===== config.mk =====
export PLATFORM = sky130hd
export DESIGN_NAME = key_event_gen
export DESIGN_NICKNAME = d
export VERILOG_FILES = /design/src/rtl/key_event_pkg.sv /design/src/rtl/key_event_fsm.sv /design/src/rtl/key_event_gen.sv
export SDC_FILE = /design/constraint.sdc
export NUM_CORES = 1
export LEC_CHECK = 0
export BUFFER_PORTS_ARGS = -buffer_cell sky130_fd_sc_hd__buf_4
export CORE_MARGIN = 1.5
export CORE_UTILIZATION = 61
export CTS_CLUSTER_SIZE = 30
export DETAILED_ROUTE_END_ITERATION = 8
export GPL_ROUTABILITY_DRIVEN = 0
export GPL_TIMING_DRIVEN = 1
export PLACE_DENSITY_LB_ADDON = 0.12
export SLEW_MARGIN = 5
export SYNTH_ARGS = -nofsm -noshare
export SYNTH_HDL_FRONTEND = slang
export SYNTH_SLANG_ARGS = --single-unit

===== constraint.sdc =====
create_clock -name clk -period 2.86 [get_ports clk]
set_input_delay 0.429 -clock clk [delete_from_list [all_inputs] [get_ports clk]]
set_output_delay 0.429 -clock clk [all_outputs]
set_load 0.02 [all_outputs]

===== src/rtl/key_event_pkg.sv =====
// Shared types and helpers for the keypad event front-end.
// The KEY_EVENT_REPEAT_EN build option is handled in key_event_fsm.sv.
package key_event_pkg;

    typedef enum logic [2:0] {
        IDLE,
        PRESS_DEB,
        HELD,
        REPEAT,
        REL_DEB
    } key_fsm_e;

    // Raw and debounced key levels are active-low, so "released" reads as 1
    localparam logic KEY_RELEASED = 1'b1;

    // Counter width: room for the largest terminal tick count, plus one bit
    function automatic int cnt_width(input int deb_ticks, input int long_ticks, input int rep_ticks);
        int largest;
        largest = deb_ticks;
        if (long_ticks > largest) largest = long_ticks;
        if (rep_ticks > largest) largest = rep_ticks;
        return $clog2(largest) + 1;
    endfunction

endpackage


===== src/rtl/key_event_fsm.sv =====
// One key channel: 2-flop synchroniser, tick-based debounce FSM, and
// registered level/pulse outputs.
// Build option KEY_EVENT_REPEAT_EN adds the long-press auto-repeat
// (REPEAT state); without it HELD simply waits for release and
// repeat_pulse is tied low.
module key_event_fsm
    import key_event_pkg::*;
#(
    parameter int DEBOUNCE_TICKS = 20,
    parameter int LONG_TICKS     = 500,
    parameter int REPEAT_TICKS   = 100
) (
    input  logic clk,
    input  logic rst,
    input  logic tick,
    input  logic key_n,
    output logic key_state,
    output logic press_pulse,
    output logic release_pulse,
    output logic repeat_pulse
);

    localparam int CNT_W = cnt_width(DEBOUNCE_TICKS, LONG_TICKS, REPEAT_TICKS);
    localparam logic [CNT_W-1:0] DEB_LAST = CNT_W'(DEBOUNCE_TICKS);
`ifdef KEY_EVENT_REPEAT_EN
    localparam logic [CNT_W-1:0] LONG_LAST = CNT_W'(LONG_TICKS);
    localparam logic [CNT_W-1:0] REP_LAST  = CNT_W'(REPEAT_TICKS);
`endif

    logic             sync1;
    logic             sync2;
    logic             s;
    key_fsm_e         state;
    key_fsm_e         state_nxt;
    logic [CNT_W-1:0] cnt;
    logic [CNT_W-1:0] cnt_nxt;
    logic [CNT_W-1:0] cnt_inc;
    logic             key_state_nxt;
    logic             press_nxt;
    logic             release_nxt;
`ifdef KEY_EVENT_REPEAT_EN
    logic             repeat_nxt;
`endif

    assign s = sync2;

    // Two-flop synchroniser for the asynchronous raw key input
    always_ff @(posedge clk) begin
        if (rst) begin
            sync1 <= KEY_RELEASED;
            sync2 <= KEY_RELEASED;
        end else begin
            sync1 <= key_n;
            sync2 <= sync1;
        end
    end

    // Next-state logic; a change of s wins over tick counting, and the
    // counter is cleared on reaching its terminal value so it never wraps
    always_comb begin
        state_nxt     = state;
        cnt_nxt       = cnt;
        key_state_nxt = key_state;
        press_nxt     = 1'b0;
        release_nxt   = 1'b0;
`ifdef KEY_EVENT_REPEAT_EN
        repeat_nxt    = 1'b0;
`endif
        cnt_inc       = cnt + CNT_W'(1);
        case (state)
            IDLE: begin
                if (!s) begin
                    state_nxt = PRESS_DEB;
                    cnt_nxt   = '0;
                end
            end
            PRESS_DEB: begin
                if (s) begin
                    state_nxt = IDLE;
                    cnt_nxt   = '0;
                end else if (tick) begin
                    if (cnt_inc == DEB_LAST) begin
                        state_nxt     = HELD;
                        cnt_nxt       = '0;
                        press_nxt     = 1'b1;
                        key_state_nxt = ~KEY_RELEASED;
                    end else begin
                        cnt_nxt = cnt_inc;
                    end
                end
            end
            HELD: begin
                if (s) begin
                    state_nxt = REL_DEB;
                    cnt_nxt   = '0;
                end
`ifdef KEY_EVENT_REPEAT_EN
                else if (tick) begin
                    if (cnt_inc == LONG_LAST) begin
                        state_nxt  = REPEAT;
                        cnt_nxt    = '0;
                        repeat_nxt = 1'b1;
                    end else begin
                        cnt_nxt = cnt_inc;
                    end
                end
`endif
            end
`ifdef KEY_EVENT_REPEAT_EN
            REPEAT: begin
                if (s) begin
                    state_nxt = REL_DEB;
                    cnt_nxt   = '0;
                end else if (tick) begin
                    if (cnt_inc == REP_LAST) begin
                        cnt_nxt    = '0;
                        repeat_nxt = 1'b1;
                    end else begin
                        cnt_nxt = cnt_inc;
                    end
                end
            end
`endif
            REL_DEB: begin
                if (!s) begin
                    state_nxt = HELD;
                    cnt_nxt   = '0;
                end else if (tick) begin
                    if (cnt_inc == DEB_LAST) begin
                        state_nxt     = IDLE;
                        cnt_nxt       = '0;
                        release_nxt   = 1'b1;
                        key_state_nxt = KEY_RELEASED;
                    end else begin
                        cnt_nxt = cnt_inc;
                    end
                end
            end
            default: begin
                state_nxt = IDLE;
                cnt_nxt   = '0;
            end
        endcase
    end

    // State, counter and registered outputs
    always_ff @(posedge clk) begin
        if (rst) begin
            state         <= IDLE;
            cnt           <= '0;
            key_state     <= KEY_RELEASED;
            press_pulse   <= 1'b0;
            release_pulse <= 1'b0;
        end else begin
            state         <= state_nxt;
            cnt           <= cnt_nxt;
            key_state     <= key_state_nxt;
            press_pulse   <= press_nxt;
            release_pulse <= release_nxt;
        end
    end

`ifdef KEY_EVENT_REPEAT_EN
    // Registered repeat pulse, one cycle per auto-repeat emission
    always_ff @(posedge clk) begin
        if (rst) begin
            repeat_pulse <= 1'b0;
        end else begin
            repeat_pulse <= repeat_nxt;
        end
    end
`else
    assign repeat_pulse = 1'b0;
`endif

endmodule


===== src/rtl/key_event_gen.sv =====
// Keypad front-end top: shared tick prescaler plus one key_event_fsm per key.
// Build option KEY_EVENT_REPEAT_EN enables long-press auto-repeat in every channel.
module key_event_gen
    import key_event_pkg::*;
#(
    parameter int F_CLK          = 50000000,
    parameter int F_TICK         = 1000,
    parameter int N_KEYS         = 6,
    parameter int DEBOUNCE_TICKS = 20,
    parameter int LONG_TICKS     = 500,
    parameter int REPEAT_TICKS   = 100
) (
    input  logic              clk,
    input  logic              rst,
    input  logic [N_KEYS-1:0] key_n,
    output logic [N_KEYS-1:0] key_state,
    output logic [N_KEYS-1:0] press_pulse,
    output logic [N_KEYS-1:0] release_pulse,
    output logic [N_KEYS-1:0] repeat_pulse,
    output logic              tick
);

    localparam int DIV   = F_CLK / F_TICK;
    localparam int PRE_W = $clog2(DIV);
    localparam logic [PRE_W-1:0] PRE_LAST = PRE_W'(DIV - 1);

    logic [PRE_W-1:0] pre_cnt;

    // tick marks the single cycle in which the prescaler sits at its last value
    assign tick = (pre_cnt == PRE_LAST);

    // Free-running prescaler counting 0..DIV-1
    always_ff @(posedge clk) begin
        if (rst) begin
            pre_cnt <= '0;
        end else if (tick) begin
            pre_cnt <= '0;
        end else begin
            pre_cnt <= pre_cnt + PRE_W'(1);
        end
    end

    for (genvar k = 0; k < N_KEYS; k++) begin : g_key
        key_event_fsm #(
            .DEBOUNCE_TICKS (DEBOUNCE_TICKS),
            .LONG_TICKS     (LONG_TICKS),
            .REPEAT_TICKS   (REPEAT_TICKS)
        ) u_key (
            .clk           (clk),
            .rst           (rst),
            .tick          (tick),
            .key_n         (key_n[k]),
            .key_state     (key_state[k]),
            .press_pulse   (press_pulse[k]),
            .release_pulse (release_pulse[k]),
            .repeat_pulse  (repeat_pulse[k])
        );
    end

endmodule


==> metrics <==
#FFs+latches synth 124; min-delay worst type primary input to flip-flop; Post-synth EDFFs 0; hpwl dp 9651 um; DR vias 5903; Setup Buffers After CTS 0; Die W 106.1 um; hold buffer count at cts 0; Fin. Hold Viols 0; setup violators final 0; min-delay src key_n[4]; Core Util, Final 68.90%; Crit. End Element output pin; ys flop type dfxtp_1; Port Buffers 26; Tcrit/Tclk final 91.76%; Pwr Density 556.5 nW/um^2; clk_lat worst skew 0.54 ns; area of the core 10320 um^2; yosys warns 0; layout net count 787; FF/Latch Area 2482 um^2; Hold WS 0.07379 ns; Worst Setup SP pre_cnt[0]; Avg Cell Area, Syn 8.272 um^2; Total GRT Usage 26.48%; Mapped Area 6485 um^2; Multi-input gate area 3576 um^2; vias in the first global route 5547; setup TNS 0 ns; VDD IR max 483.0 uV; # rows 37; status complete, no violations; dpl ws 0.5773 ns; Max Cap Viol 0; grt total ovfl 0; DRC violations left 0; largest fanout on the critical path 33; max-slew violations 0; Fillers 839; CTS Buf Count 17; CP required 2.43 ns; first-pass GRT wire length 24320 um; Clock transition at path regs 0.06 ns; vias per inst 6.416; post-route antenna net violation count 0; Worst Skew 0.008202 ns; Die H 106.1 um; critical path arrival 2.20 ns; die area 11260 um^2; Longest Clk Path Bufs 2; starting DRC count in detailed routing 311; initial core utilization 62.82%; TritonCTS Sinks 124; largest net degree at the start of global routing 38; Startpoint Class flip-flop; share of cells above drive strength 1 11.10%; sequential share of the synthesized area 38.28%; initial antenna violation count 0; first drt pass iteration count 5; RSZ-0062 raised after global routing no; reg2reg start pre_cnt[0]; Reg2Reg Setup Slack 0.54 ns; critical path type flip-flop to output pin; Lkg Pwr 2.475 nW; H-tree depth 4; Final WS setup 0.2357 ns; Netlist cell types 68; Max Freq 381.1 MHz; final WL 14510 um; post-synthesis async set-or-reset flop share 0%; routed len/inst 15.77 um; clk root buf clkbuf_8; placed cell count 889; CTS tree done; fin cells 920; # resized after CTS 0; relative slew slack 33.97%; Area Growth Syn to Fin 9.685%; worst slew pin tran 0.9751 ns; # IOs 33; Post-Syn Instances 784; Inserted Diodes 0; fin crit period 2.624 ns
## layer usage
layer  GRT usage (%)  share of wire (%)  wire length (um)  vias to the layer above
li1                -                  -                 -                     2869
met1           31.61                 45              6483                     2809
met2           44.29                 49              7044                      194
met3           6.806                5.2               760                       31
met4           12.64                1.5               218                        0
met5               0                  0                 0                        -
## placed cells by master, fill, tap and decap left out, drive strengths merged, types with 7 or more instances in the layout
master	n
or4	14
clkbuf	24
or3	14
nor2	60
nor4b	7
nand3	45
and3	23
o31ai	7
nor4	14
xnor2	18
inv	19
xor2	14
o21ai	41
a21o	8
ha	7
nand3b	12
buf	33
or2	12
and2	8
a21oi	49
dfxtp	124
a31oi	13
a41oi	10
mux2i	7
nor3	26
nand4	32
nand2	48
a311oi	7
## synth_stat cells, types with 18 or more instances
library cell,instances,area share [%]
a21oi_1,49,3.8
and3_1,22,2.1
buf_4,26,3.0
clkbuf_1,34,2.0
dfxtp_1,124,38
inv_1,18,1.0
nand2_1,48,2.8
nand3_1,45,3.5
nand4_1,32,3.1
nor2_1,60,3.5
nor3_1,25,1.9
o21ai_0,41,3.2
xnor2_1,18,2.4
## cell type report
| type | instances | area share (%) |
|---|---|---|
| Timing Repair Buffer | 33 | 3.659 |
| Clock buffer | 24 | 6.895 |
| Inverter | 19 | 1.003 |
| Sequential cell | 124 | 34.90 |
| Clock inverter | 7 | 0.8795 |
| Multi-Input combinational cell | 577 | 50.27 |
| Tap cell | 136 | 2.392 |
## power breakdown
group	switching [mW]	internal [mW]
Clock	0.738	1.25
Combinational	0.118	0.0658
Sequential	0.0309	1.75
Total	0.888	3.07
## final timing paths
path / endpoint / cells past startpoint
setup / recovery: tick / 6
hold / removal: g_key[4].u_key.sync1 / 2
setup reg to reg: g_key[0].u_key.key_state / 8
hold reg to reg: g_key[5].u_key.s / 1
## worst max-delay path, cell delays in order (launching register included)
cell,delay [ns]
dfxtp_1,0.35
ha_1,0.20
and3_1,0.27
nand4_1,0.15
inv_2,0.28
buf_12,0.24
buf_4,0.17
## state kept, by name, indices dropped and copies added (netlist names)
signal and flops:
g_key.u_key.cnt 60, g_key.u_key.state 18, pre_cnt 16, g_key.u_key.key_state 6, g_key.u_key.press_pulse 6, g_key.u_key.release_pulse 6
g_key.u_key.s 6, g_key.u_key.sync1 6
## stage by stage
step	power (mW)	area [um^2]
6_report	3.959	7113
5_1_grt	4.094	7113
4_1_cts	3.982	7113
3_5_place_dp	2.000	6560
3_3_place_gp	1.992	6560
2_1_floorplan	1.959	6504
## logic make-up after synthesis
kind of cell / Yosys count / share of synthesized area, %
AND/OR/NAND/NOR: 349 / 30.25
AO/OA/AOI/OAI: 176 / 17.79
flip-flops: 124 / 38.28
buffers and inverters: 88 / 6.868
XOR/XNOR: 32 / 4.322
adder cells (fa/ha/maj): 7 / 1.351
multiplexers: 7 / 1.080
other: 1 / 0.05783
Note: power is estimated with default switching activity, not from simulation.
